## config.mk

```make
export PLATFORM = sky130hd
export DESIGN_NAME = bp_cce_operand_fetch
export DESIGN_NICKNAME = d
export VERILOG_FILES = /design/src/rtl/bp_cce_operand_fetch.sv
export SDC_FILE = /design/constraint.sdc
export NUM_CORES = 1
export LEC_CHECK = 0
export BUFFER_PORTS_ARGS = -buffer_cell sky130_fd_sc_hd__buf_2
export CAP_MARGIN = 0
export CORE_AREA = 2 2 355 357
export DETAILED_ROUTE_END_ITERATION = 7
export DIE_AREA = 0 0 357 359
export GPL_TIMING_DRIVEN = 0
export PLACE_DENSITY = 0.39
export SYNTH_ARGS = -nofsm -noshare
export SYNTH_HDL_FRONTEND = slang
export SYNTH_SLANG_ARGS = --single-unit
```

## constraint.sdc

```tcl
create_clock -name clk_i -period 4.75 [get_ports clk_i]
set_clock_uncertainty 0.05 [all_clocks]
set_input_delay 0 -clock clk_i [delete_from_list [all_inputs] [get_ports clk_i]]
set_output_delay 0 -clock clk_i [all_outputs]
set_load 0.05 [all_outputs]
```

## src/rtl/bp_cce_operand_fetch.sv

```systemverilog
// CCE microcode operand fetch: registers src_a/src_b behind a valid/yumi handshake.
// Optional GPR write-back bypass: BP_CCE_OPERAND_FETCH_BYPASS_EN.
// mshr_i layout (MSB->LSB): flags, req_lce, req_addr[39:0], req_way, lru_addr[39:0], lru_way, owner_lce, owner_way, next_coh_state.
module bp_cce_operand_fetch #(
  parameter int num_gpr_p         = 8,
  parameter int gpr_width_p       = 64,
  parameter int num_flags_p       = 16,
  parameter int num_lce_p         = 8,
  parameter int num_cce_p         = 4,
  parameter int lce_assoc_p       = 8,
  parameter int coh_state_width_p = 3,
  parameter int cce_id_width_p    = 6,
  localparam int lg_gpr_lp        = $clog2(num_gpr_p),
  localparam int lg_lce_lp        = $clog2(num_lce_p),
  localparam int lg_assoc_lp      = $clog2(lce_assoc_p),
  localparam int paddr_width_lp   = 40,
  localparam int mshr_width_lp    = num_flags_p + 2*lg_lce_lp + 2*paddr_width_lp
                                    + 3*lg_assoc_lp + coh_state_width_p
) (
  input  logic                                   clk_i,
  input  logic                                   reset_i,
  input  logic                                   v_i,
  output logic                                   ready_o,
  input  logic [1:0]                             src_a_sel_i,
  input  logic [1:0]                             src_b_sel_i,
  input  logic [lg_gpr_lp-1:0]                   gpr_a_sel_i,
  input  logic [lg_gpr_lp-1:0]                   gpr_b_sel_i,
  input  logic [3:0]                             flag_a_sel_i,
  input  logic [3:0]                             flag_b_sel_i,
  input  logic [3:0]                             special_a_sel_i,
  input  logic [3:0]                             special_b_sel_i,
  input  logic [gpr_width_p-1:0]                 imm_i,
  input  logic [num_gpr_p*gpr_width_p-1:0]       gpr_i,
  input  logic [mshr_width_lp-1:0]               mshr_i,
  input  logic [cce_id_width_p-1:0]              cce_id_i,
  input  logic [num_lce_p-1:0]                   sharers_hits_i,
  input  logic [num_lce_p*lg_assoc_lp-1:0]       sharers_ways_i,
  input  logic [num_lce_p*coh_state_width_p-1:0] sharers_states_i,
`ifdef BP_CCE_OPERAND_FETCH_BYPASS_EN
  input  logic                                   wb_v_i,
  input  logic [lg_gpr_lp-1:0]                   wb_gpr_i,
  input  logic [gpr_width_p-1:0]                 wb_data_i,
`endif
  output logic                                   v_o,
  input  logic                                   yumi_i,
  output logic [gpr_width_p-1:0]                 src_a_o,
  output logic [gpr_width_p-1:0]                 src_b_o,
  output logic                                   idx_err_o
);

  typedef enum logic [1:0] {
    e_src_sel_gpr     = 2'd0,
    e_src_sel_flag    = 2'd1,
    e_src_sel_special = 2'd2,
    e_src_sel_imm     = 2'd3
  } bp_cce_inst_src_sel_e;

  typedef enum logic [3:0] {
    e_src_flags          = 4'd0,
    e_src_cce_id         = 4'd1,
    e_src_num_lce        = 4'd2,
    e_src_num_cce        = 4'd3,
    e_src_req_lce        = 4'd4,
    e_src_req_addr       = 4'd5,
    e_src_req_way        = 4'd6,
    e_src_next_coh_state = 4'd7,
    e_src_lru_addr       = 4'd8,
    e_src_lru_way        = 4'd9,
    e_src_owner_lce      = 4'd10,
    e_src_owner_way      = 4'd11,
    e_src_sharers_hit    = 4'd12,
    e_src_sharers_way    = 4'd13,
    e_src_sharers_state  = 4'd14
  } bp_cce_inst_src_special_e;

  typedef struct packed {
    logic [num_flags_p-1:0]       flags;
    logic [lg_lce_lp-1:0]         req_lce;
    logic [paddr_width_lp-1:0]    req_addr;
    logic [lg_assoc_lp-1:0]       req_way;
    logic [paddr_width_lp-1:0]    lru_addr;
    logic [lg_assoc_lp-1:0]       lru_way;
    logic [lg_lce_lp-1:0]         owner_lce;
    logic [lg_assoc_lp-1:0]       owner_way;
    logic [coh_state_width_p-1:0] next_coh_state;
  } bp_cce_mshr_s;

  bp_cce_mshr_s mshr;
  assign mshr = mshr_i;

  function automatic logic is_sharers(input logic [3:0] sel);
    return (sel == e_src_sharers_hit) || (sel == e_src_sharers_way)
        || (sel == e_src_sharers_state);
  endfunction

  // Sharers specials resolve to sh_val, which the caller zeroes for src_b.
  function automatic logic [gpr_width_p-1:0] special_f(
    input logic [3:0]                sel,
    input bp_cce_mshr_s              m,
    input logic [cce_id_width_p-1:0] id,
    input logic [gpr_width_p-1:0]    sh_val
  );
    case (sel)
      e_src_flags:          return gpr_width_p'(m.flags);
      e_src_cce_id:         return gpr_width_p'(id);
      e_src_num_lce:        return gpr_width_p'(num_lce_p);
      e_src_num_cce:        return gpr_width_p'(num_cce_p);
      e_src_req_lce:        return gpr_width_p'(m.req_lce);
      e_src_req_addr:       return gpr_width_p'(m.req_addr);
      e_src_req_way:        return gpr_width_p'(m.req_way);
      e_src_next_coh_state: return gpr_width_p'(m.next_coh_state);
      e_src_lru_addr:       return gpr_width_p'(m.lru_addr);
      e_src_lru_way:        return gpr_width_p'(m.lru_way);
      e_src_owner_lce:      return gpr_width_p'(m.owner_lce);
      e_src_owner_way:      return gpr_width_p'(m.owner_way);
      e_src_sharers_hit,
      e_src_sharers_way,
      e_src_sharers_state:  return sh_val;
      default:              return '0;
    endcase
  endfunction

  function automatic logic [gpr_width_p-1:0] operand_f(
    input logic [1:0]             src_sel,
    input logic [gpr_width_p-1:0] gpr_val,
    input logic [3:0]             flag_sel,
    input logic [15:0]            flags_ext,
    input logic [gpr_width_p-1:0] special_val,
    input logic [gpr_width_p-1:0] imm
  );
    case (src_sel)
      e_src_sel_gpr:     return gpr_val;
      e_src_sel_flag:    return gpr_width_p'(flags_ext[flag_sel]);
      e_src_sel_special: return special_val;
      e_src_sel_imm:     return imm;
      default:           return '0;
    endcase
  endfunction

  logic [gpr_width_p-1:0] gpr_eff [num_gpr_p];
  logic [gpr_width_p-1:0] gpr_a_val, gpr_b_val, sh_val;
  logic [lg_lce_lp-1:0]   sh_idx;
  logic                   sh_oob;
  logic [15:0]            flags_ext;
  logic [gpr_width_p-1:0] src_a_d, src_b_d;
  logic                   idx_err_d;

  always_comb begin
    for (int i = 0; i < num_gpr_p; i++) begin
      gpr_eff[i] = gpr_i[i*gpr_width_p +: gpr_width_p];
`ifdef BP_CCE_OPERAND_FETCH_BYPASS_EN
      if (wb_v_i && (wb_gpr_i == lg_gpr_lp'(i))) gpr_eff[i] = wb_data_i;
`endif
    end
  end

  assign gpr_a_val = gpr_eff[gpr_a_sel_i];
  assign gpr_b_val = gpr_eff[gpr_b_sel_i];
  // Flags beyond num_flags_p read as zero through the zero-padded vector.
  assign flags_ext = 16'(mshr.flags);

  // Range check uses the whole GPR so large indices cannot alias a valid LCE.
  assign sh_idx = gpr_b_val[lg_lce_lp-1:0];
  assign sh_oob = (gpr_b_val >= gpr_width_p'(num_lce_p));

  always_comb begin
    sh_val = '0;
    if (!sh_oob) begin
      case (special_a_sel_i)
        e_src_sharers_hit:   sh_val = gpr_width_p'(sharers_hits_i[sh_idx]);
        e_src_sharers_way:   sh_val = gpr_width_p'(sharers_ways_i[sh_idx*lg_assoc_lp +: lg_assoc_lp]);
        e_src_sharers_state: sh_val = gpr_width_p'(sharers_states_i[sh_idx*coh_state_width_p +: coh_state_width_p]);
        default:             sh_val = '0;
      endcase
    end
  end

  always_comb begin
    src_a_d   = operand_f(src_a_sel_i, gpr_a_val, flag_a_sel_i, flags_ext,
                          special_f(special_a_sel_i, mshr, cce_id_i, sh_val), imm_i);
    src_b_d   = operand_f(src_b_sel_i, gpr_b_val, flag_b_sel_i, flags_ext,
                          special_f(special_b_sel_i, mshr, cce_id_i, '0), imm_i);
    idx_err_d = (src_a_sel_i == e_src_sel_special) && is_sharers(special_a_sel_i) && sh_oob;
  end

  logic                   v_q;
  logic [gpr_width_p-1:0] src_a_q, src_b_q;
  logic                   idx_err_q;
  logic                   accept;

  assign ready_o = ~v_q | yumi_i;
  assign accept  = v_i & ready_o;

  always_ff @(posedge clk_i) begin
    if (reset_i) begin
      v_q       <= 1'b0;
      src_a_q   <= '0;
      src_b_q   <= '0;
      idx_err_q <= 1'b0;
    end else if (accept) begin
      v_q       <= 1'b1;
      src_a_q   <= src_a_d;
      src_b_q   <= src_b_d;
      idx_err_q <= idx_err_d;
    end else if (yumi_i) begin
      v_q       <= 1'b0;
    end
  end

  assign v_o       = v_q;
  assign src_a_o   = src_a_q;
  assign src_b_o   = src_b_q;
  assign idx_err_o = idx_err_q;

`ifndef SYNTHESIS
  always_ff @(posedge clk_i) begin
    if (!reset_i) assert (!(yumi_i && !v_q)) else $error("yumi_i asserted while v_o is low");
  end
`endif

endmodule

```

==> qor.yml <==
finalSetupTns_ps: 0
grt_overflow_total: 0
core_area_mm2: 0.1246
area_delta_synth_final_pct: 52.55
grt.met3_usage_pct: 7.310
yosysWarnings: 0
dr.first_iter.drc_count: 2559
cp.required_ps: 5030
rows: 130
grt_pass1_wl_um: 219200
ys_ff_latch: 130
grt-busiest-layer: "met2"
power.density_mw_per_mm2: 230.7
syn-num-nets: 2317
synth_cell_types: 58
cts_max_level: 4
layout_setup_ws_ps: 11.07
crit_path_end_kind: "register"
r2r-end: "src_a_o[3]"
synth.most_common_cell: "mux4_2"
async_flop_share_pct: 0
regToRegStartpoint: "v_o"
drive_gt1_share_pct: 50.95
synthMuxAreaShare_pct: 49.54
fin_crit_ps: 4739
maxCapViolCount: 1
crit_arrival_ps: 5020
yosysTopAreaCellShare_pct: 37.05
synthFlopType: "dfxtp_1"
max_slew_margin_pct: -4.513
grt_setup_unrepaired: "no"
slew_violations: 11
synth-compound-area-share_pct: 17.32
fp.dieArea_mm2: 0.1282
avgSynthCellArea_um2: 10.34
die_height_um: 359
dpl_cell_area_mm2: 0.02253
final-hold-violation-count: 0
ios: 913
timing.hold.ws_ps: 46.89
timing.final.crit_share_pct: 99.77
ir_drop_mv: 0.2864
run_status: "complete, but fails checks"
vias_per_cell: 5.024
synth_top_family_by_area: "multiplexers"
worst_hold_path_type: "in2reg"
setup_viol: 0
clkTransAtPathRegs_ps: 80
vias: 21427
grt_max_degree: 17
grt_use_met2_pct: 42.81
fmax_mhz: 211.0
synth_simple_gate_area_share_pct: 11.77
cp-start-kind: "input pin"
syn-instance-count: 1535
ys_seq_area_share_pct: 16.40
avgRoutedWirePerCell_um: 40.80
place_congestion: 0.9944
violations: "capacitance limit, slew limit"
fin_area_mm2: 0.02420
synthTopCellsByArea: "mux4_2, dfxtp_1, mux2i_1"
synth_top_cell_by_area: "mux4_2"
dp_slack_ps: -2133
clock_latency_ps: 480
numPortBuffers: 904
clock-sinks: 130
cts_made_buffers: 17
synth_edf_count: 0
r2r_cells: 7
path_class: "in2reg"
grt_pass1_vias: 20976
crit_fanout: 12
cts_buffer_depth: 2
p_leak_nw: 9.763
syn-cell-area_mm2: 0.01587
hold_end: "src_a_o[7]"
place_inst: 4094
instances_no_fill: 4265
synth_adder_area_share_pct: 0
post-route-drc-count: 0
synth_xor_area_share_pct: 0.05520
root_buffer: "clkbuf_16"
first_pass_iters: 7
whs_path_depth: 5
initial_core_util_pct: 12.73
synthTopCellsByCount: "mux4_2, nor2_1, clkbuf_1"
worst-r2r-setup-slack_ps: 1240
dp.final_hpwl_um: 152300
grt_antenna_before_repair: 115
die_w_um: 357
grt_util_all_layers_pct: 26.19
cts_tree: "done"
postRouteAntennaNets: 0
grtUsageMet1_pct: 33.24
nNetsFinal: 3340
min-delay-start: "mshr_i[19]"
tightest_slew_ps: 1568
wl_um: 174000
registers in the layout, indices dropped and copies added, names as in the netlist:
name and cells:
src_a_o 64, src_b_o 64, idx_err_o 1, v_o 1
cell usage in the layout, fill, tap and decap left out, drive strengths merged, types with 12 or more instances in the layout:
cell         netlist  final
nor4              12     12
a221oi            43     43
nor2             162    162
a22oi             48     48
mux4             268    268
diode              0     44
a22o              26     26
buf               45    952
mux2              69     69
o21ai             39     39
clkbuf           140    159
a21oi             33     33
dfxtp            130    130
a2111oi           12     12
nor3             100    100
o22ai             24     24
mux2i            102    102
o211ai            15     15
dlygate4sd3        0     96
a211oi            53     53
a222oi            35     35
nand2             71     71
how the worst max path moves through the flow:
stage                               from           to  slack, ps
after floorplan           gpr_b_sel_i[0]   src_a_o[1]       1810
after global placement    gpr_b_sel_i[2]    idx_err_o      -2470
after detailed placement  gpr_b_sel_i[2]   src_a_o[1]      -2130
after CTS                 gpr_b_sel_i[2]  src_b_o[15]          6
after global routing      gpr_b_sel_i[0]   src_a_o[0]         40
final                     gpr_b_sel_i[2]  src_b_o[31]         10
timing repair:
action                     in CTS  in global routing
hold buffers                   96                  0
setup buffers                   0                  0
pin swaps                       0                  0
setup endpoints to repair      24                  1
gates resized for setup         8                  1
hold endpoints to repair      123                  0
critical path, stage by stage:
cell and delay [ps]:
buf_2 440, buf_2 590, clkdlybuf4s15_2 690, clkbuf_2 620, mux4_2 390, mux2i_1 1050
o22ai_1 260, a211oi_1 300, dlygate4sd3_1 590, nor3_1 40
power by group:
group | switching [mW] | internal, mW | total [mW] | leakage (nW)
combinational | 1.91 | 1.03 | 2.94 | 8.42
clock | 0.628 | 0.781 | 1.41 | 0.273
sequential | 0.0543 | 1.18 | 1.23 | 1.08
total | 2.59 | 2.99 | 5.58 | 9.76
metal layers:
metal / vias to the layer above / routed length, um
met2: 1546 / 81320
met3: 278 / 15780
li1: 8551 / -
met4: 44 / 5417
met5: - / 287
met1: 11008 / 71210
through the flow:
stage	utilization [%]	total power [mW]
after global routing	19.38	5.754
after floorplan	-	2.591
after global placement	18.02	4.098
after CTS	19.34	5.605
final	19.43	5.584
after detailed placement	18.08	4.106
cells by family (layout without fill, tap and decap cells):
family,count (synthesis),after routing
xor gates and xnor gates,1,1
buffers and inverters,192,1228
other,0,44
AOI/OAI and AO/OA,364,364
muxes,439,439
DFF,130,130
and+or+nand+nor,409,409
layout make-up:
| class | count | area (um^2) |
|---|---|---|
| fillers | 14122 | 100400 |
| multi-input cells | 1213 | 12520 |
| repair buffers | 1005 | 5523 |
| flip-flops and latches | 130 | 2603 |
| well taps | 1650 | 2064 |
| plain buffers | 184 | 772.0 |
| clock buffers | 19 | 432.9 |
| clock inverters | 13 | 153.9 |
| diodes | 44 | 110.1 |
| inverters | 7 | 26.28 |
No activity file was read; power rests on OpenSTA's default activity.
